File: src/rtl/led_matrix_scan.sv
// led_matrix_scan: 4x4 LED matrix row scanner with 16-level PWM per pixel.
// A shadow buffer is written through wr_*; commit copies it into the active
// buffer just before row 0 (or at once when idle) so frames never tear.
// Ports:
//   clk, rst_n          clock, asynchronous active-low reset
//   enable              scan enable (level)
//   wr_en/addr/data     shadow-buffer write port, addr = {row, col}
//   commit              request shadow -> active copy
//   aled                one-hot anode drive for the scanned row
//   kled_oe             per-column cathode enable, 0 = pixel lit
//   row                 row currently scanned
//   frame_start         pulse on the first ON cycle of row 0
//   commit_pending      a commit is waiting for its copy slot
module led_matrix_scan #(
    parameter int unsigned SLOT_CYC  = 4,
    parameter int unsigned BLANK_CYC = 8
) (
    input  logic       clk,
    input  logic       rst_n,
    input  logic       enable,
    input  logic       wr_en,
    input  logic [3:0] wr_addr,
    input  logic [3:0] wr_data,
    input  logic       commit,
    output logic [3:0] aled,
    output logic [3:0] kled_oe,
    output logic [1:0] row,
    output logic       frame_start,
    output logic       commit_pending
);

    localparam int unsigned BLANK_W = $clog2(BLANK_CYC + 1);
    localparam int unsigned SUB_W   = $clog2(SLOT_CYC + 1);

    typedef enum logic [1:0] {S_IDLE, S_BLANK, S_ON} state_t;

    state_t             state, state_nx;
    logic [BLANK_W-1:0] blank_cnt, blank_cnt_nx;
    logic [SUB_W-1:0]   sub_cnt, sub_cnt_nx;
    logic [3:0]         slot, slot_nx;
    logic [1:0]         row_nx;
    logic               pend_nx;
    logic               copy;
    logic               blank_last;
    logic               sub_last;
    logic [3:0]         aled_nx;
    logic [3:0]         kled_nx;
    logic               fs_nx;

    logic [3:0] shadow [16];
    logic [3:0] active [16];

    // State register
    always_ff @(posedge clk or negedge rst_n) begin
        if (!rst_n) begin
            state          <= S_IDLE;
            row            <= 2'd0;
            blank_cnt      <= '0;
            sub_cnt        <= '0;
            slot           <= 4'd0;
            commit_pending <= 1'b0;
        end else begin
            state          <= state_nx;
            row            <= row_nx;
            blank_cnt      <= blank_cnt_nx;
            sub_cnt        <= sub_cnt_nx;
            slot           <= slot_nx;
            commit_pending <= pend_nx;
        end
    end

    // Next-state, scan counters and commit handling
    always_comb begin
        state_nx     = state;
        row_nx       = row;
        blank_cnt_nx = blank_cnt;
        sub_cnt_nx   = sub_cnt;
        slot_nx      = slot;
        blank_last   = (blank_cnt == BLANK_W'(BLANK_CYC - 1));
        sub_last     = (sub_cnt == SUB_W'(SLOT_CYC - 1));

        case (state)
            S_IDLE: begin
                row_nx = 2'd0;
                if (enable) begin
                    state_nx     = S_BLANK;
                    blank_cnt_nx = '0;
                end
            end
            S_BLANK: begin
                if (!enable) begin
                    state_nx = S_IDLE;
                    row_nx   = 2'd0;
                end else if (blank_last) begin
                    state_nx   = S_ON;
                    sub_cnt_nx = '0;
                    slot_nx    = 4'd0;
                end else begin
                    blank_cnt_nx = blank_cnt + BLANK_W'(1);
                end
            end
            S_ON: begin
                if (!enable) begin
                    state_nx = S_IDLE;
                    row_nx   = 2'd0;
                end else if (sub_last) begin
                    sub_cnt_nx = '0;
                    if (slot == 4'd15) begin
                        state_nx     = S_BLANK;
                        blank_cnt_nx = '0;
                        row_nx       = row + 2'd1;
                    end else begin
                        slot_nx = slot + 4'd1;
                    end
                end else begin
                    sub_cnt_nx = sub_cnt + SUB_W'(1);
                end
            end
            default: begin
                state_nx = S_IDLE;
                row_nx   = 2'd0;
            end
        endcase

        // Copy slot: anytime while idle, else the last blank cycle before row 0
        copy    = commit_pending &&
                  ((state == S_IDLE) ||
                   ((state == S_BLANK) && enable && blank_last && (row == 2'd0)));
        pend_nx = copy ? 1'b0 : (commit_pending | commit);
    end

    // Output decode from next state; pixels come from shadow on the copy edge
    always_comb begin
        aled_nx = 4'd0;
        kled_nx = 4'hF;
        fs_nx   = 1'b0;
        if (state_nx == S_ON) begin
            aled_nx = 4'd1 << row_nx;
            for (int c = 0; c < 4; c++) begin
                kled_nx[c] = ((copy ? shadow[{row_nx, 2'(c)}] : active[{row_nx, 2'(c)}])
                              <= slot_nx);
            end
            fs_nx = (state == S_BLANK) && (row_nx == 2'd0);
        end
    end

    // Registered drive outputs
    always_ff @(posedge clk or negedge rst_n) begin
        if (!rst_n) begin
            aled        <= 4'd0;
            kled_oe     <= 4'hF;
            frame_start <= 1'b0;
        end else begin
            aled        <= aled_nx;
            kled_oe     <= kled_nx;
            frame_start <= fs_nx;
        end
    end

    // Shadow and active pixel buffers; the copy sees the pre-write shadow
    always_ff @(posedge clk or negedge rst_n) begin
        if (!rst_n) begin
            for (int i = 0; i < 16; i++) begin
                shadow[i] <= 4'd0;
                active[i] <= 4'd0;
            end
        end else begin
            if (wr_en) begin
                shadow[wr_addr] <= wr_data;
            end
            if (copy) begin
                for (int i = 0; i < 16; i++) begin
                    active[i] <= shadow[i];
                end
            end
        end
    end

endmodule

File: config.mk
export PLATFORM = sky130hd
export DESIGN_NAME = led_matrix_scan
export DESIGN_NICKNAME = d
export VERILOG_FILES = /design/src/rtl/led_matrix_scan.sv
export SDC_FILE = /design/constraint.sdc
export NUM_CORES = 1
export LEC_CHECK = 0
export ABC_AREA = 1
export CAP_MARGIN = 20
export CORE_ASPECT_RATIO = 0.75
export CORE_MARGIN = 2
export CORE_UTILIZATION = 45
export CTS_BUF_LIST = sky130_fd_sc_hd__clkbuf_16
export CTS_CLUSTER_DIAMETER = 100
export CTS_CLUSTER_SIZE = 16
export DETAILED_ROUTE_END_ITERATION = 6
export SLEW_MARGIN = 0
export SYNTH_ARGS = -nofsm -noshare
export SYNTH_HDL_FRONTEND = slang
export SYNTH_SLANG_ARGS = --single-unit
File: constraint.sdc
create_clock -name clk -period 3.2 [get_ports clk]
set_clock_uncertainty 0.05 [all_clocks]
set_input_delay 0.48 -clock clk [delete_from_list [all_inputs] [get_ports clk]]
set_output_delay 0.48 -clock clk [all_outputs]
set_load 0.005 [all_outputs]
Yosys cells after proc, flatten, opt, wreduce, memory -nomap -nowiden
Cells that the tools add are included.
Storage, ports and cells
  flip-flop bits (word level): 153
  latch bits: 0
  memory bits (writable): 0
  bits in read-only memories: 0
  logic and storage cells: 154
  memories: 0
Operators by class
  $add $sub $neg: 4
  $mul: 0
  div/mod/pow operators: 0
  magnitude comparators: 10
  equal/unequal tests: 13
  shift-type cells: 1
  mux-type cells: 65
  bitwise operators: 6
  reductions and logical operators: 14
Operators with widths (number)
  two-way mux 4 bit: 34
  binary-select mux 4 bit (select 4 bit): 8
  bitwise mux 64 bit: 1
  >= comparator 5 bit, second input constant: 5
  NOT 4 -> 5 bit: 5
  two-way mux 2 bit: 10
  demux 4 bit (select 4 bit): 1
  less-or-equal comparator 4 bit: 4
  inequality test 2 bit, second input constant: 7
  two-way mux 3 bit: 4
  case mux 4 bit (3 select lines): 1
  adder 4 x 1 -> 4 bit, second input constant: 2
  case mux 4 bit (2 select lines): 1
  AND reduction 7 bit: 1
  logical AND 1 bit: 6
  logical NOT 2 bit: 3
  case mux 2 bit (3 select lines): 1
  case mux 3 bit (2 select lines): 1
  < comparator 5 x 1 -> 1 bit, second input constant: 1
  == test 2 bit, second input constant: 2
  == test 4 x 3 -> 1 bit, second input constant: 1
  == test 4 bit, second input constant: 1
  case mux 2 bit (2 select lines): 1
  AND reduction 4 bit: 1
  other kinds (10): 11

Logic depth before layout (Yosys ltp)
  depth after elaboration: 12
  gate-level depth with buffers: 20
  mapped depth without buffers: 17

Worst setup path after synthesis
No wires, ideal clock.
  path type: flip-flop to flip-flop
  from: register state[0]
  to: register kled_oe[2]
  data arrival time: 2.333 ns
  required time: 3.062 ns
  setup slack: 0.729 ns
  stages on the path, launching flop included: 15
  path buffers: 3
  clock period less this slack: 2.471 ns
  cells stage by stage: dfrtp_1 -> inv_1 -> ha_1 -> clkbuf_1 -> buf_2 -> buf_1 -> nand4_1 -> nand2_1 -> nand2_1 -> nand3_1 -> nand2_1 -> ha_1 -> nand2_1 -> o21ai_0 -> nand3_1
Between the ends
  cells in the longest elaborated chain, start to end: 9
RTL lines
  start: declaration: RTL line 37  | state_t state, state_nx;
  start signal: assignment: RTL line 63  | state <= state_nx;
  == test 2 bit or == test 2 x 1 -> 1 bit (tied branches): RTL line 82, 128
  case mux 2 bit (2 select lines) or logical AND 1 bit (tied branches): RTL line 82, 128
  NOT 4 -> 5 bit (implied by the code) or logical AND 1 bit (tied branches): RTL line 140, 128
  binary-select mux 4 bit (select 4 bit) or logical AND 1 bit (tied branches): RTL line 140, 128
  two-way mux 4 bit (implied by the code) or logical OR 1 bit (tied branches): RTL line 140, 127
  two-way mux 4 bit (implied by the code) or logical AND 1 bit (tied branches): RTL line 140, 126
  two-way mux 4 bit: RTL line 140  | kled_nx[c] = ((copy ? shadow[{row_nx, 2'(c)}] : active[{row_nx, 2'(c)}])
  less-or-equal comparator 4 bit: RTL line 141  | <= slot_nx);
  two-way mux 4 bit (*): RTL line 137  | if (state_nx == S_ON) begin
  net kled_nx[2]: RTL line 47  | logic [3:0] kled_nx;
  end signal: assignment: RTL line 155  | kled_oe <= kled_nx;
  end: declaration: RTL line 26  | output logic [3:0] kled_oe,
Mark *: on every way through the listed nets, which the timed path passes. The rest lies on a longest branch. The select of a mux whose other input is x is not followed.
A chain may end at the register's enable or synchronous reset.

Final worst setup path
  from: register state[1]
  to: register kled_oe[0]
RTL lines
  == test 2 bit or == test 2 x 1 -> 1 bit (tied branches): RTL line 82  | case (state)
  case mux 4 bit (2 select lines) (*): RTL line 82
  net slot_nx[3]: RTL line 40  | logic [3:0] slot, slot_nx;
  less-or-equal comparator 4 bit (*): RTL line 141
  two-way mux 4 bit (*): RTL line 137
  net kled_nx[0]: RTL line 47
Marks and branches as above.

==> parameters.txt <==
Parameter                              Value

Finish
  Layout-stage area growth over the synthesis result ... 13.96%
  Total Nets Final ... 1132
  Diodes inserted ... 0
  Register Area ... 0.003834 mm^2
  Fraction of layout cells with a size suffix above 1 ... 0.07581
  Total area of multi-input combinational cells ... 0.003513 mm^2
  Final-layout fill cell count ... 1757
  Post-route cell area ... 0.009348 mm^2

Synth
  Top cells by instance count after synthesis ... nand2_1 (400), dfrtp_1 (149), inv_1 (143), o21ai_0 (126), nand4_1 (70)
  Most used flip-flop cell after synthesis ... dfrtp_1
  Post-Synthesis Cell Area ... 0.008203 mm^2
  Most area-consuming cells after synthesis ... dfrtp_1 (45%), nand2_1 (18%), o21ai_0 (7.7%), inv_1 (6.5%), nand4_1 (5.3%)
  Unique masters post-synth ... 35
  Fraction of post-synthesis cell area in the top cell type by area ... 0.4545
  Cell taking the most area after synthesis ... dfrtp_1
  Gate count after technology mapping ... 1082
  Synthesis-stage register bit count ... 153
  Post-Syn Area per Cell ... 7.581 um^2
  Most numerous cell in the Yosys netlist ... nand2_1
  YS warnings ... 0
  Part of the Yosys area used for sequential elements ... 0.4674
  Count of flip-flops with a built-in enable after synthesis ... 0
  Mapped Nets ... 1119
  Fraction of registers with async set or reset after synthesis ... 1.000

Floorplanning
  Total die area ... 0.01934 mm^2
  Starting Density ... 0.4618
  Horizontal die dimension ... 159.9 um
  Ports ... 25
  CORE AREA ... 0.01776 mm^2
  Row cnt ... 42
  Chip Height ... 120.9 um

Global routing
  First-pass GRT wire length ... 34.98 mm
  Maximum number of pins on one net before global-route repair ... 69
  Number of antenna violations at the first check in global routing ... 0
  Number of global-route vias before repair ... 6341
  Overflow left after global routing ... 0
  Gr usage total ... 0.2323

Clock tree
  H-tree levels ... 4
  Number of clock buffers inserted by TritonCTS ... 17
  Num Clock Sinks ... 153
  Post-cts resize count ... 0
  Hold-fix buffers at CTS ... 0
  Root cell of the clock tree ... clkbuf_16
  Clock insertion delay at the later pin of the skew report ... 0.43 ns
  Maximum buffer depth of the clock tree ... 2
  Clock transition at the registers of the reported paths ... 0.06 ns
  Setup Fix Bufs, Post-CTS ... 0
  CTS tree ... done

Routing
  Wirelength per Cell ... 15.63 um
  Vias post-DR ... 6900
  Drc violations ... 0
  Post-detailed-routing wire length ... 21.11 mm
  Violation count after the first detailed-routing iteration ... 640
  Detail Route Antenna Nets ... 0
  DRT Pass-1 Iters ... 5
  Vias per Instance ... 5.111

Placement
  Half-perimeter wire length after placement ... 14.00 mm
  Total cell area at the placement stage ... 0.008757 mm^2
  Number of I/O port buffers ... 24
  Final weighted congestion of routability-driven global placement ... 0.8303

Timing
  Worst slew margin relative to its limit ... 0.5021
  Final-report setup violation count ... 0
  Tcrit/Tclk final ... 0.8482
  Final Hold Violating Endpoints ... 4
  RSZ-0062 raised after global routing ... false
  Actual transition at the worst max-transition pin ... 0.7442 ns
  Final-report max-slew violation count ... 0
  Hold_ws ... -0.01397 ns
  Max Fclk ... 368.4 MHz
  Setup_tns ... 0 ns
  Fin crit period ... 2.714 ns

Run status
  Run status ... finished, violations left
  Violated checks ... negative hold slack

Setup path
  Library cell appearing most often on the critical path ... inv_1
  Startpoint kind of the worst setup timing path ... flop
  Logic depth of the worst setup path including buffers ... 12
  Data arrival time of the critical path ... 3.02 ns
  Sort of element at the end of the critical path ... flop
  Crit path max fanout ... 5
  Buffers & Inverters on Critical Path ... 5
  Highest cell delay on the worst timing path ... 0.40 ns
  Crit path required time ... 3.51 ns
  Worst path cell trace ... inv_1, ha_1, buf_4, inv_1, o21ai_0, inv_1, o22ai_1, inv_1, ha_1, nand2_1, o21ai_0, nand3_1
  Kind of cell adding the most delay to the critical path ... buffers and inverters
  Depth of the most critical reg-to-reg path ... 12
  CP Class ... reg -> reg
  Slowest stage cell on the critical path ... dfrtp_1

Pwr
  Power density over the cells ... 759.5 mW/mm^2
  Leakage power total ... 0.004727 uW
  Worst IR drop on VDD ... 0.0003808 V

Flow run
  Max Cap Viol ... 0

Worst hold path
  Worst hold-check path type ... in -> async
report_power, final:
part           switching, uW  internal, uW  total [uW]
Combinational           1460           838        2300
Clock                    873          1170        2040
Sequential               297          2460        2760
Total                   2630          4470        7100
cells in the final DEF, fill, tap and decap left out, types with 2 or more instances in the layout:
master / netlist / final
clkinv_4: 0 / 2
nand2_2: 3 / 3
bufinv_16: 0 / 2
o211ai_1: 2 / 2
xor2_1: 2 / 2
a21oi_1: 16 / 16
dfrtp_1: 149 / 149
inv_1: 143 / 143
dfstp_2: 4 / 4
nor2_1: 13 / 13
buf_12: 0 / 9
or2_2: 2 / 2
buf_4: 10 / 19
o22ai_1: 2 / 2
nor2_2: 3 / 3
nand3_2: 3 / 3
ha_1: 24 / 23
nor3_2: 2 / 2
nand3_1: 41 / 41
o21ai_0: 126 / 126
inv_6: 0 / 6
clkdlybuf4s50_1: 0 / 23
clkbuf_16: 0 / 17
nand4_1: 70 / 70
clkinvlp_4: 0 / 2
nand2_1: 400 / 399
nor3_1: 8 / 8
cell type report:
cell class                      count  area share
Clock buffer                       17     0.04551
Clock inverter                     15     0.01767
Inverter                          144     0.05809
Multi-Input combinational cell    727      0.3759
Sequential cell                   153      0.4101
Tap cell                          242     0.03239
Timing Repair Buffer               52     0.06037
state kept, by name, indices dropped and copies added, names as in the netlist, 3 cells and up:
signal and cells:
sub_cnt 3, slot 4, blank_cnt 4, aled 4
active 64, kled_oe 4, shadow 64
stage by stage:
stage / cells / setup slack [ns] / total power [uW] / utilization
detailed placement: 1318 / 0.2237 / 5069 / 0.4930
floorplan: 1082 / 0.7288 / 4361 / -
global route: 1350 / 0.1910 / 7673 / 0.5263
finish: 1350 / 0.4859 / 7099 / 0.5263
CTS: 1350 / 0.5079 / 7135 / 0.5263
global placement: 1318 / 0.2134 / 5030 / 0.4930
kinds of logic (layout without fill, tap and decap cells):
family,Yosys count,count (layout),share of synthesized area
AO/OA/AOI/OAI,152,152,0.09823
XOR/XNOR,2,2,0.002136
adder cells (fa/ha/maj),24,24,0.03661
buffers and inverters,202,228,0.1056
flip-flops,153,153,0.4674
multiplexers,1,1,0.001220
AND/OR/NAND/NOR,548,548,0.2889
metal layers:
layer | routed length, um | track usage | share of wire
met4 | 186 | 0.05405 | 0.0088
met3 | 1087 | 0.05297 | 0.052
met2 | 8674 | 0.3287 | 0.41
met5 | 0 | 0 | 0
met1 | 11160 | 0.3589 | 0.53
path summary, 6_finish.rpt:
check | from | to | slack (ns)
setup / recovery | state[1] | kled_oe[0] | 0.49
hold / removal | rst_n | active[57] | -0.01
setup reg to reg | state[1] | kled_oe[0] | 0.49
hold reg to reg | active[20] | active[20] | 0.43
max in group asynchronous | rst_n | active[5] | 2.26
min in group clk | active[20] | active[20] | 0.43
No activity file was read; power rests on OpenSTA's default activity.
